[src/rtl/vga_pkg.sv]
// Shared VGA timing constants, test-pattern codes and colour helpers.
package vga_pkg;

  localparam int unsigned VGA_TOTAL_COLS  = 800;
  localparam int unsigned VGA_TOTAL_ROWS  = 525;
  localparam int unsigned VGA_ACTIVE_COLS = 640;
  localparam int unsigned VGA_ACTIVE_ROWS = 480;

  localparam int unsigned PAT_W = 3;

  localparam logic [PAT_W-1:0] PAT_BLACK    = 3'd0;
  localparam logic [PAT_W-1:0] PAT_RED      = 3'd1;
  localparam logic [PAT_W-1:0] PAT_GREEN    = 3'd2;
  localparam logic [PAT_W-1:0] PAT_BLUE     = 3'd3;
  localparam logic [PAT_W-1:0] PAT_CHECKER  = 3'd4;
  localparam logic [PAT_W-1:0] PAT_BARS     = 3'd5;
  localparam logic [PAT_W-1:0] PAT_BORDER   = 3'd6;
  localparam logic [PAT_W-1:0] PAT_GRADIENT = 3'd7;

  // Widest channel the expand helper supports; callers truncate to their own width.
  localparam int unsigned MAX_VIDEO_WIDTH = 16;

  function automatic logic [MAX_VIDEO_WIDTH-1:0] expand_bit(input logic b);
    return {MAX_VIDEO_WIDTH{b}};
  endfunction

endpackage

[src/rtl/vga_pos_counter.sv]
// Stage 1: vsync rise detect, col/row recovery and lock flag, with syncs registered alongside.
module vga_pos_counter
  import vga_pkg::*;
#(
  parameter int unsigned TOTAL_COLS = VGA_TOTAL_COLS,
  parameter int unsigned TOTAL_ROWS = VGA_TOTAL_ROWS,
  parameter int unsigned COL_W      = $clog2(TOTAL_COLS),
  parameter int unsigned ROW_W      = $clog2(TOTAL_ROWS)
) (
  input  logic             clk_i,
  input  logic             rst_i,
  input  logic             hsync_i,
  input  logic             vsync_i,
  output logic             frame_start_c,
  output logic [COL_W-1:0] col_o,
  output logic [ROW_W-1:0] row_o,
  output logic             locked_o,
  output logic             hsync_o,
  output logic             vsync_o,
  output logic             frame_start_o
);

  logic [COL_W-1:0] col_q, col_d;
  logic [ROW_W-1:0] row_q, row_d;
  logic             locked_q, locked_d;
  logic             hsync_q;
  logic             vsync_q;
  logic             frame_start_q;

  // vsync_q doubles as the previous-vsync sample; it resets high so a rise needs a real low first.
  assign frame_start_c = ~vsync_q & vsync_i;

  always_comb begin
    col_d    = col_q + COL_W'(1);
    row_d    = row_q;
    locked_d = locked_q;
    if (frame_start_c) begin
      col_d    = '0;
      row_d    = '0;
      locked_d = 1'b1;
    end else if (col_q == COL_W'(TOTAL_COLS - 1)) begin
      col_d = '0;
      if (row_q == ROW_W'(TOTAL_ROWS - 1)) begin
        row_d = '0;
      end else begin
        row_d = row_q + ROW_W'(1);
      end
    end
  end

  always_ff @(posedge clk_i) begin
    if (rst_i) begin
      col_q         <= '0;
      row_q         <= '0;
      locked_q      <= 1'b0;
      hsync_q       <= 1'b1;
      vsync_q       <= 1'b1;
      frame_start_q <= 1'b0;
    end else begin
      col_q         <= col_d;
      row_q         <= row_d;
      locked_q      <= locked_d;
      hsync_q       <= hsync_i;
      vsync_q       <= vsync_i;
      frame_start_q <= frame_start_c;
    end
  end

  assign col_o         = col_q;
  assign row_o         = row_q;
  assign locked_o      = locked_q;
  assign hsync_o       = hsync_q;
  assign vsync_o       = vsync_q;
  assign frame_start_o = frame_start_q;

endmodule

[src/rtl/vga_test_pattern_gen.sv]
// VGA test-pattern generator: recovers position from raw syncs and emits RGB with 2-clk aligned syncs.
// Define VGA_PATTERN_AUTOCYCLE_EN to step the pattern every AUTO_FRAMES frames instead of using i_pattern.
module vga_test_pattern_gen
  import vga_pkg::*;
#(
  parameter int unsigned VIDEO_WIDTH = 3,
  parameter int unsigned TOTAL_COLS  = VGA_TOTAL_COLS,
  parameter int unsigned TOTAL_ROWS  = VGA_TOTAL_ROWS,
  parameter int unsigned ACTIVE_COLS = VGA_ACTIVE_COLS,
  parameter int unsigned ACTIVE_ROWS = VGA_ACTIVE_ROWS
`ifdef VGA_PATTERN_AUTOCYCLE_EN
  ,
  parameter int unsigned AUTO_FRAMES = 60
`endif
) (
  input  logic                   i_clk,
  input  logic                   i_rst,
  input  logic                   i_hsync,
  input  logic                   i_vsync,
  input  logic [PAT_W-1:0]       i_pattern,
  output logic                   o_hsync,
  output logic                   o_vsync,
  output logic [VIDEO_WIDTH-1:0] o_red_video,
  output logic [VIDEO_WIDTH-1:0] o_green_video,
  output logic [VIDEO_WIDTH-1:0] o_blue_video,
  output logic                   o_frame_start
);

  localparam int unsigned COL_W = $clog2(TOTAL_COLS);
  localparam int unsigned ROW_W = $clog2(TOTAL_ROWS);
  localparam int unsigned BAR_W = ACTIVE_COLS / 8;
  localparam logic [VIDEO_WIDTH-1:0] FULL = '1;

  logic             frame_start_c;
  logic [COL_W-1:0] col;
  logic [ROW_W-1:0] row;
  logic             locked;
  logic             hsync_s1;
  logic             vsync_s1;
  logic             frame_start_s1;

  vga_pos_counter #(
    .TOTAL_COLS (TOTAL_COLS),
    .TOTAL_ROWS (TOTAL_ROWS),
    .COL_W      (COL_W),
    .ROW_W      (ROW_W)
  ) u_pos (
    .clk_i         (i_clk),
    .rst_i         (i_rst),
    .hsync_i       (i_hsync),
    .vsync_i       (i_vsync),
    .frame_start_c (frame_start_c),
    .col_o         (col),
    .row_o         (row),
    .locked_o      (locked),
    .hsync_o       (hsync_s1),
    .vsync_o       (vsync_s1),
    .frame_start_o (frame_start_s1)
  );

  // Pattern is updated on the same edge that zeroes col/row, so a frame never mixes patterns.
  logic [PAT_W-1:0] pattern_q, pattern_d;

`ifdef VGA_PATTERN_AUTOCYCLE_EN
  localparam int unsigned FCNT_W = $clog2(AUTO_FRAMES + 1);

  logic [FCNT_W-1:0] fcnt_q, fcnt_d;
  logic              unused_pattern;

  assign unused_pattern = ^i_pattern;

  always_comb begin
    pattern_d = pattern_q;
    fcnt_d    = fcnt_q;
    if (frame_start_c) begin
      if (fcnt_q == FCNT_W'(AUTO_FRAMES)) begin
        pattern_d = pattern_q + PAT_W'(1);
        fcnt_d    = FCNT_W'(1);
      end else begin
        fcnt_d = fcnt_q + FCNT_W'(1);
      end
    end
  end

  always_ff @(posedge i_clk) begin
    if (i_rst) begin
      pattern_q <= PAT_BLACK;
      fcnt_q    <= '0;
    end else begin
      pattern_q <= pattern_d;
      fcnt_q    <= fcnt_d;
    end
  end
`else
  always_comb begin
    pattern_d = pattern_q;
    if (frame_start_c) begin
      pattern_d = i_pattern;
    end
  end

  always_ff @(posedge i_clk) begin
    if (i_rst) begin
      pattern_q <= PAT_BLACK;
    end else begin
      pattern_q <= pattern_d;
    end
  end
`endif

  logic [VIDEO_WIDTH-1:0] red_d, green_d, blue_d;
  logic [2:0]             bar_idx;
  logic                   in_window;
  logic                   on_border;

  // Stage 2 pixel mux; bar index comes from a comparator chain against multiples of BAR_W.
  always_comb begin
    red_d     = '0;
    green_d   = '0;
    blue_d    = '0;
    bar_idx   = '0;
    for (int unsigned j = 1; j < 8; j++) begin
      if (col >= COL_W'(j * BAR_W)) begin
        bar_idx = 3'(j);
      end
    end
    in_window = locked && (col < COL_W'(ACTIVE_COLS)) && (row < ROW_W'(ACTIVE_ROWS));
    on_border = (col == '0) || (col == COL_W'(ACTIVE_COLS - 1)) ||
                (row == '0) || (row == ROW_W'(ACTIVE_ROWS - 1));
    if (in_window) begin
      case (pattern_q)
        PAT_BLACK: begin
        end
        PAT_RED:   red_d   = FULL;
        PAT_GREEN: green_d = FULL;
        PAT_BLUE:  blue_d  = FULL;
        PAT_CHECKER: begin
          if (col[5] ^ row[5]) begin
            red_d   = FULL;
            green_d = FULL;
            blue_d  = FULL;
          end
        end
        PAT_BARS: begin
          red_d   = VIDEO_WIDTH'(expand_bit(bar_idx[2]));
          green_d = VIDEO_WIDTH'(expand_bit(bar_idx[1]));
          blue_d  = VIDEO_WIDTH'(expand_bit(bar_idx[0]));
        end
        PAT_BORDER: begin
          if (on_border) begin
            red_d   = FULL;
            green_d = FULL;
            blue_d  = FULL;
          end
        end
        PAT_GRADIENT: begin
          red_d   = VIDEO_WIDTH'(col[9:7]);
          green_d = VIDEO_WIDTH'(row[8:6]);
        end
        default: begin
        end
      endcase
    end
  end

  always_ff @(posedge i_clk) begin
    if (i_rst) begin
      o_hsync       <= 1'b1;
      o_vsync       <= 1'b1;
      o_red_video   <= '0;
      o_green_video <= '0;
      o_blue_video  <= '0;
      o_frame_start <= 1'b0;
    end else begin
      o_hsync       <= hsync_s1;
      o_vsync       <= vsync_s1;
      o_red_video   <= red_d;
      o_green_video <= green_d;
      o_blue_video  <= blue_d;
      o_frame_start <= frame_start_s1;
    end
  end

endmodule
[config.mk]
export PLATFORM = sky130hd
export DESIGN_NAME = vga_test_pattern_gen
export DESIGN_NICKNAME = d
export VERILOG_FILES = /design/src/rtl/vga_pkg.sv /design/src/rtl/vga_pos_counter.sv /design/src/rtl/vga_test_pattern_gen.sv
export SDC_FILE = /design/constraint.sdc
export NUM_CORES = 1
export LEC_CHECK = 0
export CAP_MARGIN = 30
export CORE_MARGIN = 5
export CORE_UTILIZATION = 50
export CTS_CLUSTER_SIZE = 10
export DETAILED_ROUTE_END_ITERATION = 12
export GPL_TIMING_DRIVEN = 0
export PLACE_DENSITY = 0.74
export SYNTH_ARGS = -nofsm -noshare
export SYNTH_HDL_FRONTEND = slang
export SYNTH_HIERARCHICAL = 1
export SYNTH_SLANG_ARGS = --single-unit
[constraint.sdc]
create_clock -name i_clk -period 2.17 [get_ports i_clk]
set_clock_uncertainty 0.2 [all_clocks]
set_input_delay 0.434 -clock i_clk [delete_from_list [all_inputs] [get_ports i_clk]]
set_output_delay 0.434 -clock i_clk [all_outputs]
set_load 0.1 [all_outputs]
==> impl_metrics.ini <==
[yosys]
yosys_warnings = 6
postSynthNetCount = 224
post_synth_instance_area_um2 = 1890
synth_cell_types = 54
synth_area_per_cell_um2 = 8.82
yosysTopAreaCellShare_pct = 39.2
syn-instance-count = 214
synth-seq-area-share_pct = 39.2
synth.area.top_cells = sky130_fd_sc_hd__dfxtp_1 39%, sky130_fd_sc_hd__nor2_1 5.4%, sky130_fd_sc_hd__xnor2_1 4.6%
synth_top_cell_by_area = sky130_fd_sc_hd__dfxtp_1
synth_seq_cells = 37

[pwr]
clock_power_share_pct = 36.4
share_seq_of_total_power_pct = 56.3
switching_share_pct = 23.9
total_power_w = 0.00124
net-switching-power_w = 0.000297
leakage_nw = 0.798
combinationalPowerShare_pct = 7.4
peak_vdd_ir_uv = 410
internal_power_w = 0.000947
power.density_nw_per_um2 = 544

[floorplanning]
io-pin-count = 19
die_h_um = 71.5
fp.dieW_um = 71.5
placement_rows = 22
die_area_um2 = 5110
coreArea_um2 = 3660
starting_density_of_the_core_pct = 51.6

[sta]
hold_viol_final = 0
post-route-min-period_ps = 2120
setup-tns-final_ps = 0
max_slew_margin_pct = 36.5
timing.final.ws_setup_ps = 50.6
setup_viol = 0
rsz0062_at_grt = no
worst_pin_slew_ps = 956
final-max-slew-violation-count = 0
maxClockFrequency_mhz = 472
post-route-period-util_pct = 97.7

[setup_path]
cpMaxStageDelayCell = sky130_fd_sc_hd__dlygate4sd2_1
crit_path_end_kind = output port
crit_family = buffers and inverters
path_class = reg2out
cp_max_fanout = 3
start_kind = flop
cp_num_buf_inv = 1
regToRegStartpoint = u_pos/col_o[6]$_SDFF_PP0_
worstPathArrival_ps = 1490
cp_slowest_stage_delay_ps = 860
critical_path.cell_chain = dlygate4sd2_1
critical_path_required_ps = 1540
worst_setup_path_startpoint = o_blue_video[1]$_SDFF_PP0_

[flow_run]
cap_viol_max_count = 0

[clock_tree]
ctsHoldBuffers = 0
tritoncts_buffers = 5
clock_tree_from_tritoncts = built
clock-root-buffer = sky130_fd_sc_hd__clkbuf_8
clock_latency_ps = 290
clk_pin_slew_worst_paths_ps = 70
cts.sink_count = 37
clockBufferDepth = 2
htree_num_levels = 2

[hold_path]
hold_path.class = reg2reg
holdCritStartpoint = u_pos/hsync_o$_SDFF_PP1_

[cells_and_area]
antennaDiodeCount = 0
fillCellCount = 342
finalCoreUtilization_pct = 62.5
finalInstanceArea_um2 = 2290
share_of_layout_cells_above_drive_strength_1_pct = 20.7
final_nets = 255
area_delta_synth_final_pct = 21.1

[status]
outcome = complete, no violations

[route]
finalWirelength_um = 3950
dr.first_iter.drc_count = 96
detail_route.wl_per_cell_um = 13.4
vias_per_cell = 5.45
vias = 1601
detailedRoute.firstPassIterationCount = 4
route.detailed.drc = 0
antenna_left = 0

[placement]
dpl-instance-area_um2 = 2130
gp_routability_congestion = 0.839
dpl_ws_ps = -317
post-dp-hpwl_um = 2820
io_buffer_count = 18

[global_routing]
grt_start_max_net_pins = 14
globalRoute.totalOverflow = 0
gr-usage-all-layers_pct = 16.4
antenna_found_initial = 0
vias_in_the_first_global_route = 1445
grt_first_pass_wirelength_um = 6720
what timing repair did:
item / CTS / global route
pin swaps: 1 / 6
buffers inserted: 2 / 4
gates resized for setup: 23 / 7
endpoints found under the setup margin: 20 / 8
area by class of cell:
class | count | area (um^2) | share of cell area (%)
Multi-Input combinational cell | 163 | 1100 | 48.1
Sequential cell | 37 | 762 | 33.3
Timing Repair Buffer | 24 | 214 | 9.35
Clock buffer | 6 | 72.6 | 3.17
Tap cell | 48 | 60.1 | 2.63
Buffer | 7 | 42.5 | 1.86
Inverter | 7 | 26.3 | 1.15
Clock inverter | 2 | 10.0 | 0.438
metrics by stage:
step / hold WS, ps / cells
final: 216 / 294
after global routing: 229 / 294
after CTS: 218 / 290
after detailed placement: 201 / 280
after global placement: 194 / 280
after floorplan: 189 / 214
Yosys cell counts (all sizes together):
library cell / number
inv: 7
dfxtp: 37
a221oi: 2
nand2: 12
mux2i: 3
buf: 5
a31oi: 4
nor2b: 3
o2111ai: 1
and4: 1
nor4bb: 2
or3: 4
xnor2: 10
nor3b: 1
o31ai: 1
xor2: 4
and3: 8
ha: 3
or3b: 2
nand3: 10
nor2: 28
or4: 3
clkbuf: 2
maj3: 1
nor4: 8
a311oi: 1
or4bb: 1
nor4b: 1
o21ba: 1
a2111oi: 2
nand4: 7
a21oi: 8
or2b: 1
o211ai: 1
nor3: 7
or2: 6
a211oi: 2
o31a: 4
nand4b: 1
o21ai: 8
nand3b: 1
per-layer routing:
metal | GRT usage (%) | routed length [um]
met1 | 22.1 | 1840
met4 | 5.64 | 61
met3 | 4.21 | 165
met5 | 0 | 0
met2 | 25.5 | 1880
worst paths after layout:
check                                 to  slack [ps]  cells past startpoint
min reg2reg           o_hsync$_SDFF_PP1_         220                      1
min                   o_hsync$_SDFF_PP1_         220                      1
max                      o_blue_video[0]          50                      1
max reg2reg  u_pos/row_o[9]$_SDFFE_PP0N_          70                      4
cells by family (layout without fill, tap and decap cells):
logic type | after synthesis | in the layout | synth area share, %
buf+inv | 14 | 46 | 3.65
flops | 37 | 37 | 39.2
xor+xnor | 14 | 14 | 6.49
compound gates | 35 | 35 | 14.4
mux | 3 | 3 | 1.59
simple gates | 107 | 107 | 32.0
fa+ha+maj | 4 | 4 | 2.58
layout by cell type, fill, tap and decap left out, types with 6 or more instances in the layout:
cell type                       count
sky130_fd_sc_hd__dlygate4sd2_1     10
sky130_fd_sc_hd__nor2_1            27
sky130_fd_sc_hd__xnor2_1           10
sky130_fd_sc_hd__dfxtp_1           30
sky130_fd_sc_hd__and3_1             7
sky130_fd_sc_hd__nand2_1           12
sky130_fd_sc_hd__a21oi_1            7
sky130_fd_sc_hd__nand4_1            7
sky130_fd_sc_hd__nand3_1           10
sky130_fd_sc_hd__buf_4             11
sky130_fd_sc_hd__nor3_1             6
sky130_fd_sc_hd__nor4_1             8
power by group through the flow:
stage	sequential [W]	clock (W)	combinational, W
2_1_floorplan	0.000728	0	0.0000432
3_3_place_gp	0.000717	0	0.0000839
3_5_place_dp	0.000718	0	0.0000855
4_1_cts	0.000703	0.000469	0.0000871
5_1_grt	0.000701	0.000505	0.0000990
6_report	0.000700	0.000452	0.0000915
state kept, by name, summed over array words and instances, names as in the netlist:
name,cells
pattern_q,3
o_frame_start,1
o_vsync,1
u_pos/locked_o,1
u_pos/hsync_o,1
o_hsync,1
o_blue_video,1
u_pos/col_o,10
u_pos/frame_start_o,1
o_red_video,3
u_pos/row_o,10
u_pos/vsync_o,1
o_green_video,3
No activity file was read; power rests on OpenSTA's default activity.
